==> config.mk <==
export PLATFORM = sky130hd
export DESIGN_NAME = gate_level
export DESIGN_NICKNAME = d
export VERILOG_FILES = /design/src/rtl/gate_level_pkg.sv /design/src/rtl/gate_cell.sv /design/src/rtl/gate_level.sv
export SDC_FILE = /design/constraint.sdc
export NUM_CORES = 1
export LEC_CHECK = 0
export CORE_AREA = 2 2 39 41
export CTS_CLUSTER_SIZE = 30
export DETAILED_ROUTE_END_ITERATION = 10
export DIE_AREA = 0 0 41 43
export PLACE_DENSITY = 0.54
export SLEW_MARGIN = 40
export SYNTH_ARGS = -nofsm -noshare
export SYNTH_HDL_FRONTEND = slang
export SYNTH_SLANG_ARGS = --single-unit
==> constraint.sdc <==
create_clock -name clk -period 1.75 [get_ports clk]
set_clock_uncertainty 0.1 [all_clocks]
set_input_delay 0.2625 -clock clk [delete_from_list [all_inputs] [get_ports clk]]
set_output_delay 0.2625 -clock clk [all_outputs]
set_load 0.02 [all_outputs]
==> src/rtl/gate_level_pkg.sv <==
// Shared constants and the per-bit gate result record for the gate_level block.
// The optional NOR output is enabled by defining GATE_LEVEL_NOR_EN.
package gate_level_pkg;

  localparam int MAX_WIDTH = 64;

`ifdef GATE_LEVEL_NOR_EN
  localparam int NUM_GATES = 7;

  typedef struct packed {
    logic g_and;
    logic g_or;
    logic g_not_a;
    logic g_xor;
    logic g_xnor;
    logic g_nand;
    logic g_nor;
  } gate_bits_t;
`else
  localparam int NUM_GATES = 6;

  typedef struct packed {
    logic g_and;
    logic g_or;
    logic g_not_a;
    logic g_xor;
    logic g_xnor;
    logic g_nand;
  } gate_bits_t;
`endif

endpackage

==> src/rtl/gate_cell.sv <==
// One-bit netlist of the basic two-input gates, built purely from primitives.
// Adds a NOR primitive when GATE_LEVEL_NOR_EN is defined.
module gate_cell
  import gate_level_pkg::*;
(
  input  logic       a,
  input  logic       b,
  output gate_bits_t y
);

  and  u_and  (y.g_and,   a, b);
  or   u_or   (y.g_or,    a, b);
  not  u_not  (y.g_not_a, a);
  xor  u_xor  (y.g_xor,   a, b);
  xnor u_xnor (y.g_xnor,  a, b);
  nand u_nand (y.g_nand,  a, b);
`ifdef GATE_LEVEL_NOR_EN
  nor  u_nor  (y.g_nor,   a, b);
`endif

endmodule

==> src/rtl/gate_level.sv <==
// Registered bank of bitwise gate functions over a and b, one cycle latency.
// Defining GATE_LEVEL_NOR_EN adds the registered nor_g output.
module gate_level
  import gate_level_pkg::*;
#(
  parameter int WIDTH = 1
) (
  input  logic             clk,
  input  logic             rst,
  input  logic             in_valid,
  input  logic [WIDTH-1:0] a,
  input  logic [WIDTH-1:0] b,
  output logic [WIDTH-1:0] and_g,
  output logic [WIDTH-1:0] or_g,
  output logic [WIDTH-1:0] not_a_g,
  output logic [WIDTH-1:0] xor_g,
  output logic [WIDTH-1:0] xnor_g,
  output logic [WIDTH-1:0] nand_g,
`ifdef GATE_LEVEL_NOR_EN
  output logic [WIDTH-1:0] nor_g,
`endif
  output logic             out_valid
);

  gate_bits_t cell_y [WIDTH];

  for (genvar i = 0; i < WIDTH; i++) begin : g_bit
    gate_cell u_cell (
      .a (a[i]),
      .b (b[i]),
      .y (cell_y[i])
    );
  end

  // Results only advance on a valid cycle; out_valid always tracks in_valid.
  always_ff @(posedge clk) begin
    if (rst) begin
      and_g     <= '0;
      or_g      <= '0;
      not_a_g   <= '0;
      xor_g     <= '0;
      xnor_g    <= '0;
      nand_g    <= '0;
`ifdef GATE_LEVEL_NOR_EN
      nor_g     <= '0;
`endif
      out_valid <= 1'b0;
    end else begin
      out_valid <= in_valid;
      if (in_valid) begin
        for (int i = 0; i < WIDTH; i++) begin
          and_g[i]   <= cell_y[i].g_and;
          or_g[i]    <= cell_y[i].g_or;
          not_a_g[i] <= cell_y[i].g_not_a;
          xor_g[i]   <= cell_y[i].g_xor;
          xnor_g[i]  <= cell_y[i].g_xnor;
          nand_g[i]  <= cell_y[i].g_nand;
`ifdef GATE_LEVEL_NOR_EN
          nor_g[i]   <= cell_y[i].g_nor;
`endif
        end
      end
    end
  end

endmodule

-- Word level (Yosys, flattened, before mapping)
Cells that the tools add are included.
- bitwise logic cells: 6
- operator list (operator ; number):
    $not 1->1 ; 2
    $and 1x1->1 ; 1
    $or 1x1->1 ; 1
    $xnor 1x1->1 ; 1
    $xor 1x1->1 ; 1
- flip-flop bits (word level): 7
- input port bits: 5
- output and inout bits: 7
- logic and storage cells: 13

-- Logic depth before layout (Yosys ltp)
- word-level depth: 2
- depth in mapped cells: 4
- gate-level depth less buffers: 4

-- Modules after synthesis
Synthesis repeated with hierarchy kept, for this count alone.
- cell total of the unflattened synthesis: 30
- area total of the unflattened synthesis: 304.0 um2
- by module, submodules not included (module ; instances ; cells an instance ; area an instance (um2) ; seq. area each (um2)):
    gate_level ; 1 ; 21 ; 240.2 ; 140.1
    gate_cell ; 1 ; 9 ; 63.8 ; 0.0

-- Least setup slack after synthesis
No wires, ideal clock.
- path type: input to register
- from: input a
- to: register xnor_g
- library setup time: 86 ps
- arrival time: 771 ps
- data required time: 1564 ps
- slack: 793 ps
- stages on the path: 3
- path buffers: 0
- cells stage by stage: inv_1 -> ha_1 -> a211oi_1
- word-level cells in the longest chain between the ends: 1
- ends and longest elaborated chain (item ; RTL line ; source):
    from (decl) ; gate_level.sv:11 ; input logic [WIDTH-1:0] a,
    $xnor 1x1->1 ; gate_cell.sv:15 ; xnor u_xnor (y.g_xnor, a, b);
    to (signal, indexed assignment) ; gate_level.sv:56 ; xnor_g[i] <= cell_y[i].g_xnor;
    to (decl) ; gate_level.sv:17 ; output logic [WIDTH-1:0] xnor_g,
No other way between the ends.
A chain may end at the register's enable or synchronous reset.

-- Worst setup path in the final report
- from: register or_g
- to: output or_g
- RTL lines (item ; RTL line ; source):
    from (decl) ; gate_level.sv:14 ; output logic [WIDTH-1:0] or_g,
    from (signal, indexed assignment) ; gate_level.sv:53 ; or_g[i] <= cell_y[i].g_or;
No word-level cell between the ends.

==> Implementation_results.wiki <==
{| class="wikitable"
! Metric !! Value
|-
| Status || finished clean
|-
| Unrepaired setup endpoints after global routing || no
|-
| Vias per Instance || 3.84
|-
| Setup TNS || 0 ns
|-
| Number of buffer cells added on primary ports || 11
|-
| Post-cts repair resize count || 0
|-
| Sinks on Clock Net || 7
|-
| Placement Rows || 14
|-
| Nets || roughly 50
|-
| Fin Hold WS || 0.381 ns
|-
| Maximum frequency from static timing analysis || around 0.65 GHz
|-
| Distinct cell type count after synthesis || 8
|-
| DRC marker count from the first detailed-route iteration || 2
|-
| Initial antenna violation count || 0
|-
| Die area || between 1500 and 2000 um2
|-
| Combined area of all synthesized cells || 275 um2
|-
| Remaining antenna violation count || 0
|-
| Cell with the biggest individual delay on the critical path || sky130_fd_sc_hd__clkdlybuf4s50_1
|-
| Placed inst area || between 300 and 400 um2
|-
| Final setup fails || 0
|-
| Setup fix buffers added after clock tree synthesis || 0
|-
| DRC violation count after routing || 0
|-
| Worst path arrival time || 1.18 ns
|-
| Placed instance count || 52
|-
| Type of the most critical hold path || reg -> reg
|-
| Mapped Nets || 34
|-
| Placer's final routability congestion estimate || about 0.66
|-
| Sequential element share of the synthesized area || around 51%
|-
| Power density cells || ~930 nW/um2
|-
| Maximum resistive drop on vdd || approximately 300 uV
|-
| Ant. Diodes || 0
|-
| Via count of the first global-routing pass || between 150 and 200
|-
| Clock insertion delay at the later pin of the skew report || about 0.25 ns
|-
| Commonest non-fill, non-tap cells in the layout || sky130_fd_sc_hd__clkdlybuf4s50_1, sky130_fd_sc_hd__dfxtp_1, sky130_fd_sc_hd__nor2_1
|-
| Wire length after detailed routing || ~460 um
|-
| CTS Hold Bufs || 0
|-
| Maximum level of the CTS H-tree || 1
|-
| Router iterations before antenna repair || 2
|-
| Top cell family by delay on the critical path || buffers and inverters
|-
| Core footprint || about 1400 um2
|-
| Area used by multi-input combinational logic || between 100 and 150 um2
|-
| Largest driver fanout on the critical path || 2
|-
| Total power of the final layout || just under 0.0004 W
|-
| Routed WL per cell || roughly 8 um
|-
| Global route overflow || 0
|-
| Most common library cell in the layout ignoring fill and taps || sky130_fd_sc_hd__clkdlybuf4s50_1
|-
| Area of all sequential standard cells || 140 um2
|-
| Period minus WS final || 1.54 ns
|-
| Vertical die dimension || 43 um
|-
| Category of the critical setup timing path || reg -> out
|-
| Share of the clock period used by the worst path || approximately nine tenths
|-
| Filler Cell Count || about 150
|-
| Instance count of the mapped netlist || 26
|-
| Longest individual stage delay on the worst path || approximately 0.60 ns
|-
| Count of final hold-check violations || 0
|-
| Starting utilization of the core area || roughly a fifth
|-
| Syn Area/Cell || between 10 and 15 um2
|-
| Sequence of cells on the critical path || clkdlybuf4s50_1
|-
| # IOs || 12
|-
| Die width || just over 40 um
|-
| Setup crit end kind || output pin
|-
| Share of layout cells above drive strength 1 || under 10%
|-
| CP startpoint || or_g
|-
| Synth Register Bits || 7
|-
| Clock buffer count from CTS || 3
|-
| Number of pins exceeding their max-slew limit in the final report || 0
|-
| Clock tree from TritonCTS || done
|-
| GRT Overall Usage || between 7 and 8%
|-
| Yosys warning count || 0
|-
| CTS clk-pin slew, worst paths || about 0.05 ns
|-
| Maximum number of pins on one net before global-route repair || 12
|-
| Post-layout instance count excluding filler cells || 56
|-
| Origin of the worst min-delay path || xnor_g
|-
| Layout overhead on the synthesized area || 52.7%
|-
| Startpoint Class || flop
|-
| Transition at the pin with the smallest max-transition slack || slightly below 0.4 ns
|-
| Maximum buffer depth of the clock tree || 2
|-
| Pleak || around 0.18 nW
|-
| First-pass GRT wire length || 828 um
|-
| Via count of the routed design || 215
|-
| Launch instance of the worst register-to-register path || or_g
|-
| Crit path buf inv count || 1
|-
| Max-Slew Margin vs Limit || between 70% and 80%
|-
| Design Area, Final || 420 um2
|-
| CP required || 1.39 ns
|-
| Buffer type at the clock tree root || sky130_fd_sc_hd__clkbuf_4
|-
| Number of maximum-capacitance violations || 0
|}
==> worst register-to-register path, delay by kind of cell (launching register included) <==
family | cells | cell delay (ns)
simple gates | 1 | 0.04
compound gates | 1 | 0.16
flops | 1 | 0.33
==> synth_stat cells <==
library cell / count / area [um2]
sky130_fd_sc_hd__nor2_1: 6 / 22.5
sky130_fd_sc_hd__dfxtp_1: 7 / 140
sky130_fd_sc_hd__buf_6: 1 / 11.3
sky130_fd_sc_hd__nor2b_1: 1 / 6.26
sky130_fd_sc_hd__a211oi_1: 4 / 30.0
sky130_fd_sc_hd__ha_1: 3 / 37.5
sky130_fd_sc_hd__mux2i_1: 2 / 20.0
sky130_fd_sc_hd__inv_1: 2 / 7.51
==> cell families after synthesis <==
logic type                 synth area share [%]
AOI/OAI and AO/OA                          10.9
adders and majority gates                  13.6
buffers and inverters                      6.82
DFF                                        50.9
muxes                                      7.27
and+or+nand+nor                            10.5
==> where the power goes <==
group | internal, W | switching (W) | total, W
combinational | 0.0000348 | 0.0000321 | 0.0000668
clock | 0.0000871 | 0.0000608 | 0.000148
sequential | 0.000171 | 0.00000490 | 0.000175
==> registers in the layout, summed over array words and instances (netlist names) <==
signal	flops
or_g	1
xor_g	1
xnor_g	1
nand_g	1
out_valid	1
not_a_g	1
and_g	1
==> final timing paths <==
| kind | to | slack, ns | cells after the start |
|---|---|---|---|
| setup / recovery | or_g | 0.21 | 1 |
| hold / removal | xnor_g | 0.38 | 2 |
| setup reg to reg | or_g | 1.03 | 2 |
| hold reg to reg | xnor_g | 0.38 | 2 |
==> layout make-up <==
cell class,instances,share of cell area (%)
flip-flops and latches,7,33.3
multi-input cells,16,27.7
repair buffers,11,26.2
clock buffers,4,6.25
well taps,16,4.76
inverters,2,1.79
==> per-layer routing <==
| layer | vias to the layer above | track usage [%] | share of wire [%] |
|---|---|---|---|
| li1 | 113 | - | - |
| met1 | 88 | 8.41 | 46 |
| met2 | 12 | 9.06 | 38 |
| met3 | 2 | 7.85 | 14 |
| met4 | 0 | 6.00 | 1.8 |
| met5 | - | 0 | 0 |
==> through the flow <==
stage               setup slack [ns]  utilization (%)
floorplan                      0.793                -
global placement               0.185             28.5
detailed placement             0.175             28.5
CTS                            0.192             30.4
global route                   0.140             30.4
finish                         0.206             30.4
No activity file was read; power rests on OpenSTA's default activity.
